==> config.mk <==
export PLATFORM = sky130hd
export DESIGN_NAME = sad_min_search_flat
export DESIGN_NICKNAME = d
export VERILOG_FILES = /design/src/rtl/sad_min_search_pkg.sv /design/src/rtl/sad_min_search_if.sv /design/src/rtl/sad_min_search_cmp.sv /design/src/rtl/sad_min_search.sv /design/src/flat_wrapper.sv
export SDC_FILE = /design/constraint.sdc
export NUM_CORES = 1
export LEC_CHECK = 0
export BUFFER_PORTS_ARGS = -buffer_cell sky130_fd_sc_hd__buf_2
export CORE_ASPECT_RATIO = 0.7
export CORE_MARGIN = 1
export CORE_UTILIZATION = 25
export DETAILED_ROUTE_END_ITERATION = 10
export HOLD_SLACK_MARGIN = 0.03
export PLACE_DENSITY = 0.45
export SLEW_MARGIN = 30
export SYNTH_ARGS = -nofsm -noshare
export SYNTH_HDL_FRONTEND = slang
export SYNTH_HIERARCHICAL = 1
export SYNTH_SLANG_ARGS = --single-unit
==> constraint.sdc <==
create_clock -name Clk -period 4.05 [get_ports Clk]
set_clock_uncertainty 0.1 [all_clocks]
set_input_delay 0.6075 -clock Clk [delete_from_list [all_inputs] [get_ports Clk]]
set_output_delay 0.6075 -clock Clk [all_outputs]
set_load 0.01 [all_outputs]
==> src/rtl/sad_min_search_pkg.sv <==
// Shared definitions for the SAD minimum search stage: C memory geometry
// defaults (matching the SAD engine's output memory) and the FSM states.
package sad_min_search_pkg;

  localparam int SMS_N_BLK = 128;
  localparam int SMS_AW    = 7;
  localparam int SMS_DW    = 32;

  typedef enum logic [1:0] {
    ST_IDLE,
    ST_READ,
    ST_DRAIN,
    ST_FIN
  } sms_state_t;

endpackage

==> src/rtl/sad_min_search_if.sv <==
// Control, C memory read port and result bus of the SAD minimum search.
interface sad_min_search_if
  import sad_min_search_pkg::*;
#(
  parameter int AW = SMS_AW,
  parameter int DW = SMS_DW
) ();

  logic          Go;
  logic [DW-1:0] Thresh;
  logic [AW-1:0] C_Addr;
  logic          C_RW;
  logic          C_En;
  logic [DW-1:0] C_Data;
  logic          Busy;
  logic          Done;
  logic [DW-1:0] Min_SAD;
  logic [AW-1:0] Min_Idx;
  logic [AW:0]   Below_Cnt;

  // Controller / memory side
  modport master (
    output Go, Thresh, C_Data,
    input  C_Addr, C_RW, C_En, Busy, Done, Min_SAD, Min_Idx, Below_Cnt
  );

  // Search engine side
  modport slave (
    input  Go, Thresh, C_Data,
    output C_Addr, C_RW, C_En, Busy, Done, Min_SAD, Min_Idx, Below_Cnt
  );

endinterface

==> src/rtl/sad_min_search_cmp.sv <==
// Compare/accumulate datapath: running minimum, its index, and the count
// of words strictly below the threshold.
module sad_min_search_cmp #(
  parameter int AW = 7,
  parameter int DW = 32
) (
  input  logic          i_clk,
  input  logic          i_rst_n,
  input  logic          i_clr,
  input  logic          i_vld,
  input  logic [AW-1:0] i_idx,
  input  logic [DW-1:0] i_data,
  input  logic [DW-1:0] i_thresh,
  output logic [DW-1:0] o_min,
  output logic [AW-1:0] o_idx,
  output logic [AW:0]   o_cnt
);

  logic [DW-1:0] r_min;
  logic [AW-1:0] r_idx;
  logic [AW:0]   r_cnt;
  logic          r_first;

  // First valid word loads unconditionally; later words only on strict less-than
  always_ff @(posedge i_clk or negedge i_rst_n) begin
    if (!i_rst_n) begin
      r_min   <= '0;
      r_idx   <= '0;
      r_cnt   <= '0;
      r_first <= 1'b0;
    end else if (i_clr) begin
      r_min   <= '0;
      r_idx   <= '0;
      r_cnt   <= '0;
      r_first <= 1'b1;
    end else if (i_vld) begin
      r_first <= 1'b0;
      if (r_first || (i_data < r_min)) begin
        r_min <= i_data;
        r_idx <= i_idx;
      end
      if (i_data < i_thresh) begin
        r_cnt <= r_cnt + (AW+1)'(1);
      end
    end
  end

  assign o_min = r_min;
  assign o_idx = r_idx;
  assign o_cnt = r_cnt;

endmodule

==> src/rtl/sad_min_search.sv <==
// Scans the C memory once per Go, reporting minimum SAD, its (lowest) index
// and the number of entries below the threshold latched at Go.
module sad_min_search
  import sad_min_search_pkg::*;
#(
  parameter int N_BLK = SMS_N_BLK,
  parameter int AW    = SMS_AW,
  parameter int DW    = SMS_DW
) (
  input logic              Clk,
  input logic              Rst,
  sad_min_search_if.slave  bus
);

  localparam logic [AW-1:0] LAST_IDX = AW'(N_BLK - 1);

  sms_state_t    r_state;
  sms_state_t    w_next;
  logic          w_accept;
  logic          w_fin_load;

  logic [AW-1:0] r_rd_idx;
  logic [AW-1:0] r_cmp_idx;
  logic          r_cmp_vld;
  logic [DW-1:0] r_thresh;
  logic          r_busy;
  logic          r_done;
  logic [DW-1:0] r_min_sad;
  logic [AW-1:0] r_min_idx;
  logic [AW:0]   r_below_cnt;

  logic [DW-1:0] w_run_min;
  logic [AW-1:0] w_run_idx;
  logic [AW:0]   w_run_cnt;

  // State register
  always_ff @(posedge Clk or negedge Rst) begin
    if (!Rst) r_state <= ST_IDLE;
    else      r_state <= w_next;
  end

  // Next state; DRAIN holds until the last word has been compared so that
  // FIN presents final results together with Done
  always_comb begin
    w_next     = r_state;
    w_accept   = 1'b0;
    w_fin_load = 1'b0;
    case (r_state)
      ST_IDLE: begin
        if (bus.Go) begin
          w_accept = 1'b1;
          w_next   = ST_READ;
        end
      end
      ST_READ: begin
        if (r_rd_idx == LAST_IDX) w_next = ST_DRAIN;
      end
      ST_DRAIN: begin
        if (!r_cmp_vld) begin
          w_fin_load = 1'b1;
          w_next     = ST_FIN;
        end
      end
      ST_FIN:  w_next = ST_IDLE;
      default: w_next = ST_IDLE;
    endcase
  end

  // Address generation and compare-stage tagging of the word on C_Data
  always_ff @(posedge Clk or negedge Rst) begin
    if (!Rst) begin
      r_rd_idx  <= '0;
      r_cmp_idx <= '0;
      r_cmp_vld <= 1'b0;
    end else begin
      r_cmp_vld <= (r_state == ST_READ);
      r_cmp_idx <= r_rd_idx;
      if (w_accept) begin
        r_rd_idx <= '0;
      end else if (r_state == ST_READ) begin
        r_rd_idx <= (r_rd_idx == LAST_IDX) ? '0 : r_rd_idx + AW'(1);
      end
    end
  end

  // Threshold latch, Busy/Done and result registers
  always_ff @(posedge Clk or negedge Rst) begin
    if (!Rst) begin
      r_thresh    <= '0;
      r_busy      <= 1'b0;
      r_done      <= 1'b0;
      r_min_sad   <= '0;
      r_min_idx   <= '0;
      r_below_cnt <= '0;
    end else begin
      r_done <= w_fin_load;
      if (w_accept) begin
        r_thresh <= bus.Thresh;
        r_busy   <= 1'b1;
      end
      if (w_fin_load) begin
        r_busy      <= 1'b0;
        r_min_sad   <= w_run_min;
        r_min_idx   <= w_run_idx;
        r_below_cnt <= w_run_cnt;
      end
    end
  end

  sad_min_search_cmp #(
    .AW (AW),
    .DW (DW)
  ) u_cmp (
    .i_clk    (Clk),
    .i_rst_n  (Rst),
    .i_clr    (w_accept),
    .i_vld    (r_cmp_vld),
    .i_idx    (r_cmp_idx),
    .i_data   (bus.C_Data),
    .i_thresh (r_thresh),
    .o_min    (w_run_min),
    .o_idx    (w_run_idx),
    .o_cnt    (w_run_cnt)
  );

  assign bus.C_Addr    = r_rd_idx;
  assign bus.C_RW      = 1'b0;
  assign bus.C_En      = (r_state == ST_READ);
  assign bus.Busy      = r_busy;
  assign bus.Done      = r_done;
  assign bus.Min_SAD   = r_min_sad;
  assign bus.Min_Idx   = r_min_idx;
  assign bus.Below_Cnt = r_below_cnt;

endmodule

==> src/flat_wrapper.sv <==
// flat-port wrapper written by rule: the top's interface ports become plain ports
module sad_min_search_flat import sad_min_search_pkg::*;
#(
  parameter int N_BLK = SMS_N_BLK,
  parameter int AW    = SMS_AW,
  parameter int DW    = SMS_DW
)
  (Clk, Rst, bus_Go, bus_Thresh, bus_C_Data, bus_C_Addr, bus_C_RW, bus_C_En, bus_Busy, bus_Done, bus_Min_SAD, bus_Min_Idx, bus_Below_Cnt);
  sad_min_search_if #(.AW(AW), .DW(DW)) bus_i ();
  input logic Clk;
  input logic Rst;
  input wire logic [$bits(bus_i.Go)-1:0] bus_Go;
  input wire logic [$bits(bus_i.Thresh)-1:0] bus_Thresh;
  input wire logic [$bits(bus_i.C_Data)-1:0] bus_C_Data;
  output wire logic [$bits(bus_i.C_Addr)-1:0] bus_C_Addr;
  output wire logic [$bits(bus_i.C_RW)-1:0] bus_C_RW;
  output wire logic [$bits(bus_i.C_En)-1:0] bus_C_En;
  output wire logic [$bits(bus_i.Busy)-1:0] bus_Busy;
  output wire logic [$bits(bus_i.Done)-1:0] bus_Done;
  output wire logic [$bits(bus_i.Min_SAD)-1:0] bus_Min_SAD;
  output wire logic [$bits(bus_i.Min_Idx)-1:0] bus_Min_Idx;
  output wire logic [$bits(bus_i.Below_Cnt)-1:0] bus_Below_Cnt;
  assign bus_i.Go = bus_Go;
  assign bus_i.Thresh = bus_Thresh;
  assign bus_i.C_Data = bus_C_Data;
  assign bus_C_Addr = bus_i.C_Addr;
  assign bus_C_RW = bus_i.C_RW;
  assign bus_C_En = bus_i.C_En;
  assign bus_Busy = bus_i.Busy;
  assign bus_Done = bus_i.Done;
  assign bus_Min_SAD = bus_i.Min_SAD;
  assign bus_Min_Idx = bus_i.Min_Idx;
  assign bus_Below_Cnt = bus_i.Below_Cnt;
  sad_min_search #(.N_BLK(N_BLK), .AW(AW), .DW(DW)) u_core (.Clk(Clk), .Rst(Rst), .bus(bus_i));
endmodule
==> results.rst <==
.. list-table::
   :header-rows: 1

   * - Metric
     - Value
   * - Share of layout cells above drive strength 1
     - 26.2%
   * - Die Ht
     - 145 um
   * - Post-route setup TNS
     - 0 ns
   * - Pin count of the biggest net entering global routing
     - 83
   * - Required time reported for the critical path endpoint
     - 4.25 ns
   * - CP peak stage delay
     - 0.73 ns
   * - Number of global-route vias before repair
     - 5379
   * - Mapped Area
     - 7350 sq um
   * - Number of rows in the core area
     - 52
   * - Kind of capture point of the worst setup path
     - flop
   * - Dominant cell type by area after synthesis
     - dfrtp_1
   * - Drc violations
     - 6
   * - Critical Path AT
     - 3.42 ns
   * - Pre-antenna DRT Iters
     - 9
   * - Syn_nets
     - 833
   * - Worst skew pair latency
     - 0.43 ns
   * - Worst IR drop on VDD
     - 0.264 mV
   * - Slew at the pin closest to its max-slew limit
     - 0.900 ns
   * - Maximum clock frequency
     - 311 MHz
   * - Headroom to the max-slew limit
     - 39.9%
   * - CP max stage cell
     - a21oi_4
   * - Number of input and output port buffers inserted
     - 123
   * - Synthesis-stage register bit count
     - 146
   * - Wire length of the first global-routing pass
     - 30100 um
   * - Violations in the final reports
     - DRC
   * - Leading cell types by total area after synthesis
     - dfrtp_1 (50%), ha_1 (11%), mux2_2 (7.8%)
   * - Leakage power total
     - 4.63 nW
   * - Postcts setup bufs
     - 0
   * - Element type at the critical path start
     - flop
   * - Number of DRC markers after the initial detailed-route iteration
     - 271
   * - Setup repair after global routing missed its margin
     - false
   * - Total number of clock tree sinks
     - 146
   * - Final-stage net count
     - 958
   * - Post-layout worst setup margin
     - 0.833 ns
   * - Largest driver fanout on the critical path
     - 22
   * - Period utilisation layout
     - 79.4%
   * - Top-area cell type share of the netlist area
     - 49.7%
   * - Path type of the worst setup path
     - flop to flop
   * - Number of endpoints failing setup at the final stage
     - 0
   * - Number of antenna cells inserted
     - 0
   * - Post-Place Worst Slack
     - 0.510 ns
   * - FF/Latch Area
     - 3650 sq um
   * - Worst hold-check slack
     - 0.120 ns
   * - Tmin final
     - 3.22 ns
   * - TritonCTS clock tree
     - done
   * - Final weighted congestion in routability-driven placement
     - 0.739
   * - Num CTS Buffers
     - 17
   * - Gate count after technology mapping
     - 699
   * - Die Footprint
     - 30100 sq um
   * - Count of cell types in the netlist
     - 46
   * - Outcome
     - complete, but fails checks
   * - Most numerous cell in the Yosys netlist
     - dfrtp_1
   * - Overflow left after global routing
     - 0
   * - Mean instance size in the synthesized netlist
     - 10.5 sq um
   * - DR vias
     - 5215
   * - Number of ports placed on the die boundary
     - 125
   * - Synth warnings
     - 6
   * - Chip width
     - 207 um
   * - Setup slack of the most critical reg-to-reg path
     - 0.83 ns
   * - Layout fillers
     - 3043
   * - Total Wirelength
     - 18600 um
   * - Via-per-instance ratio
     - 4.29
   * - Final-report hold violation count
     - 0
   * - Ys async rst share
     - 100%
   * - Total track usage
     - 13.1%
   * - Dominant register cell in the synthesized netlist
     - dfrtp_1
   * - Layout area overhead
     - 22.8%
   * - Initial antenna violation count
     - 0
   * - Max-slew violation count
     - 0
   * - Post-DP HPWL
     - 13200 um
   * - Number of gates resized after cts
     - 0
   * - Number of enable flip-flop cells after synthesis
     - 0
   * - Worst-path cell chain
     - inv_1 > ha_1 > a21o_1 > a21o_1 > a221oi_1 > o221ai_1 > a21oi_4 > buf_12 > mux2i_1 > nor2_1
   * - Multi-input logic area
     - 3310 sq um
   * - Final design utilization
     - 31.2%
   * - Number of buffers between clock root and the deepest sink
     - 2
   * - Average routed wire per standard cell
     - 15.3 um
   * - Clock root buffer master
     - clkbuf_16
   * - Clock transition at path regs
     - 0.06 ns
   * - Count of hold buffers inserted by post-cts repair
     - 0
   * - Critical Path Most Common Cell
     - a21o_1
   * - Clock H-tree levels
     - 4
   * - Post-route total power
     - 0.00624 W
   * - Cell types with the highest counts after synthesis
     - dfrtp_1 (146), nand2_1 (124), inv_1 (69)
   * - Cell area power density
     - 692 nW/um^2
   * - Post-route ant nets
     - 0
   * - Classification of the worst-slack hold path
     - input pin to asynchronous set/reset pin
   * - Starting density of the core
     - 25.4%
   * - Share of synthesized area occupied by flip-flops and latches
     - 49.7%
   * - MaxCap Viol Count
     - 0
   * - Area of the placeable core
     - 28900 sq um
## kinds of logic (layout without fill, tap and decap cells)
logic type	after synthesis	after routing	share of synthesized area [%]
other	1	1	0.0510
AOI/OAI and AO/OA	75	75	6.57
muxes	92	92	13.4
adders and majority gates	67	67	11.4
DFF	146	146	49.7
xor gates and xnor gates	4	4	0.477
buffers and inverters	92	230	5.40
and+or+nand+nor	222	222	13.0
## through the flow
stage | instances | instance area [sq um]
detailed placement | 1183 | 8400
CTS | 1215 | 9020
finish | 1215 | 9020
global placement | 1183 | 8400
floorplan | 699 | 7350
global route | 1215 | 9020
## power breakdown
| group | total (W) | internal, W | switching [W] |
|---|---|---|---|
| combinational | 0.00228 | 0.00101 | 0.00128 |
| sequential | 0.00229 | 0.00196 | 0.000325 |
| clock | 0.00167 | 0.00102 | 0.000650 |
## cells in the final DEF, fill, tap and decap left out, types with 4 or more instances in the layout
master     synthesis  routed
a21o_1             7       7
nand4_1            8       8
o21ai_0           14      14
nor2_1            60      60
ha_1              67      67
dfrtp_1          146     146
clkbuf_16          0      17
mux2i_1           41      41
inv_1             69      68
nor2b_1            5       5
and3_1             4       4
mux2_2            51      51
nand2_1          124     124
a21oi_1           30      30
buf_2              8     122
## worst max-delay path: cells and delay by family, from the launching register on
kind	cells	cell delay [ns]
AOI/OAI and AO/OA	5	1.66
DFF	1	0.38
buffers and inverters	2	0.37
adders and majority gates	1	0.29
muxes	1	0.22
and+or+nand+nor	1	0.05
## final timing paths
check / from / endpoint / depth (start not counted)
max in group asynchronous: Rst / u_core/u_cmp/o_min[2] / 2
worst max-delay path: u_core/u_cmp/o_min[21] / u_core/u_cmp/o_min[24] / 10
worst min-delay path: Rst / u_core/bus.Min_SAD[19] / 1
worst min register to register: u_core/bus.C_Addr[6] / u_core/r_cmp_idx[6] / 0
min in group Clk: bus_Thresh[2] / u_core/r_thresh[2] / 3
worst max register to register: u_core/u_cmp/o_min[21] / u_core/u_cmp/o_min[24] / 10
## area by class of cell
cell class	instances	area share (%)
clock inverters	11	1.68
well taps	378	5.24
multi-input cells	461	36.7
clock buffers	21	5.21
repair buffers	129	7.81
flip-flops and latches	146	40.5
inverters	69	2.88
## metal layers
metal	GRT usage, %	wire [um]
met1	19.5	9820
met2	18.7	7730
met3	3.54	823
met4	3.10	184
met5	0	0
## sequential cells by signal, indices dropped and copies added (netlist names)
| name | cells |
|---|---|
| u_core/bus.Busy | 1 |
| u_core/bus.Below_Cnt | 8 |
| u_core/bus.Min_SAD | 32 |
| u_core/bus.C_Addr | 7 |
| u_core/bus.Done | 1 |
| u_core/bus.Min_Idx | 7 |
| u_core/u_cmp/o_cnt | 8 |
| u_core/r_cmp_idx | 7 |
| u_core/r_cmp_vld | 1 |
| u_core/u_cmp/o_min | 32 |
| u_core/r_thresh | 32 |
| u_core/u_cmp/r_first | 1 |
| u_core/u_cmp/o_idx | 7 |
| u_core/r_state | 2 |
Power figures use the tool's default switching activity.
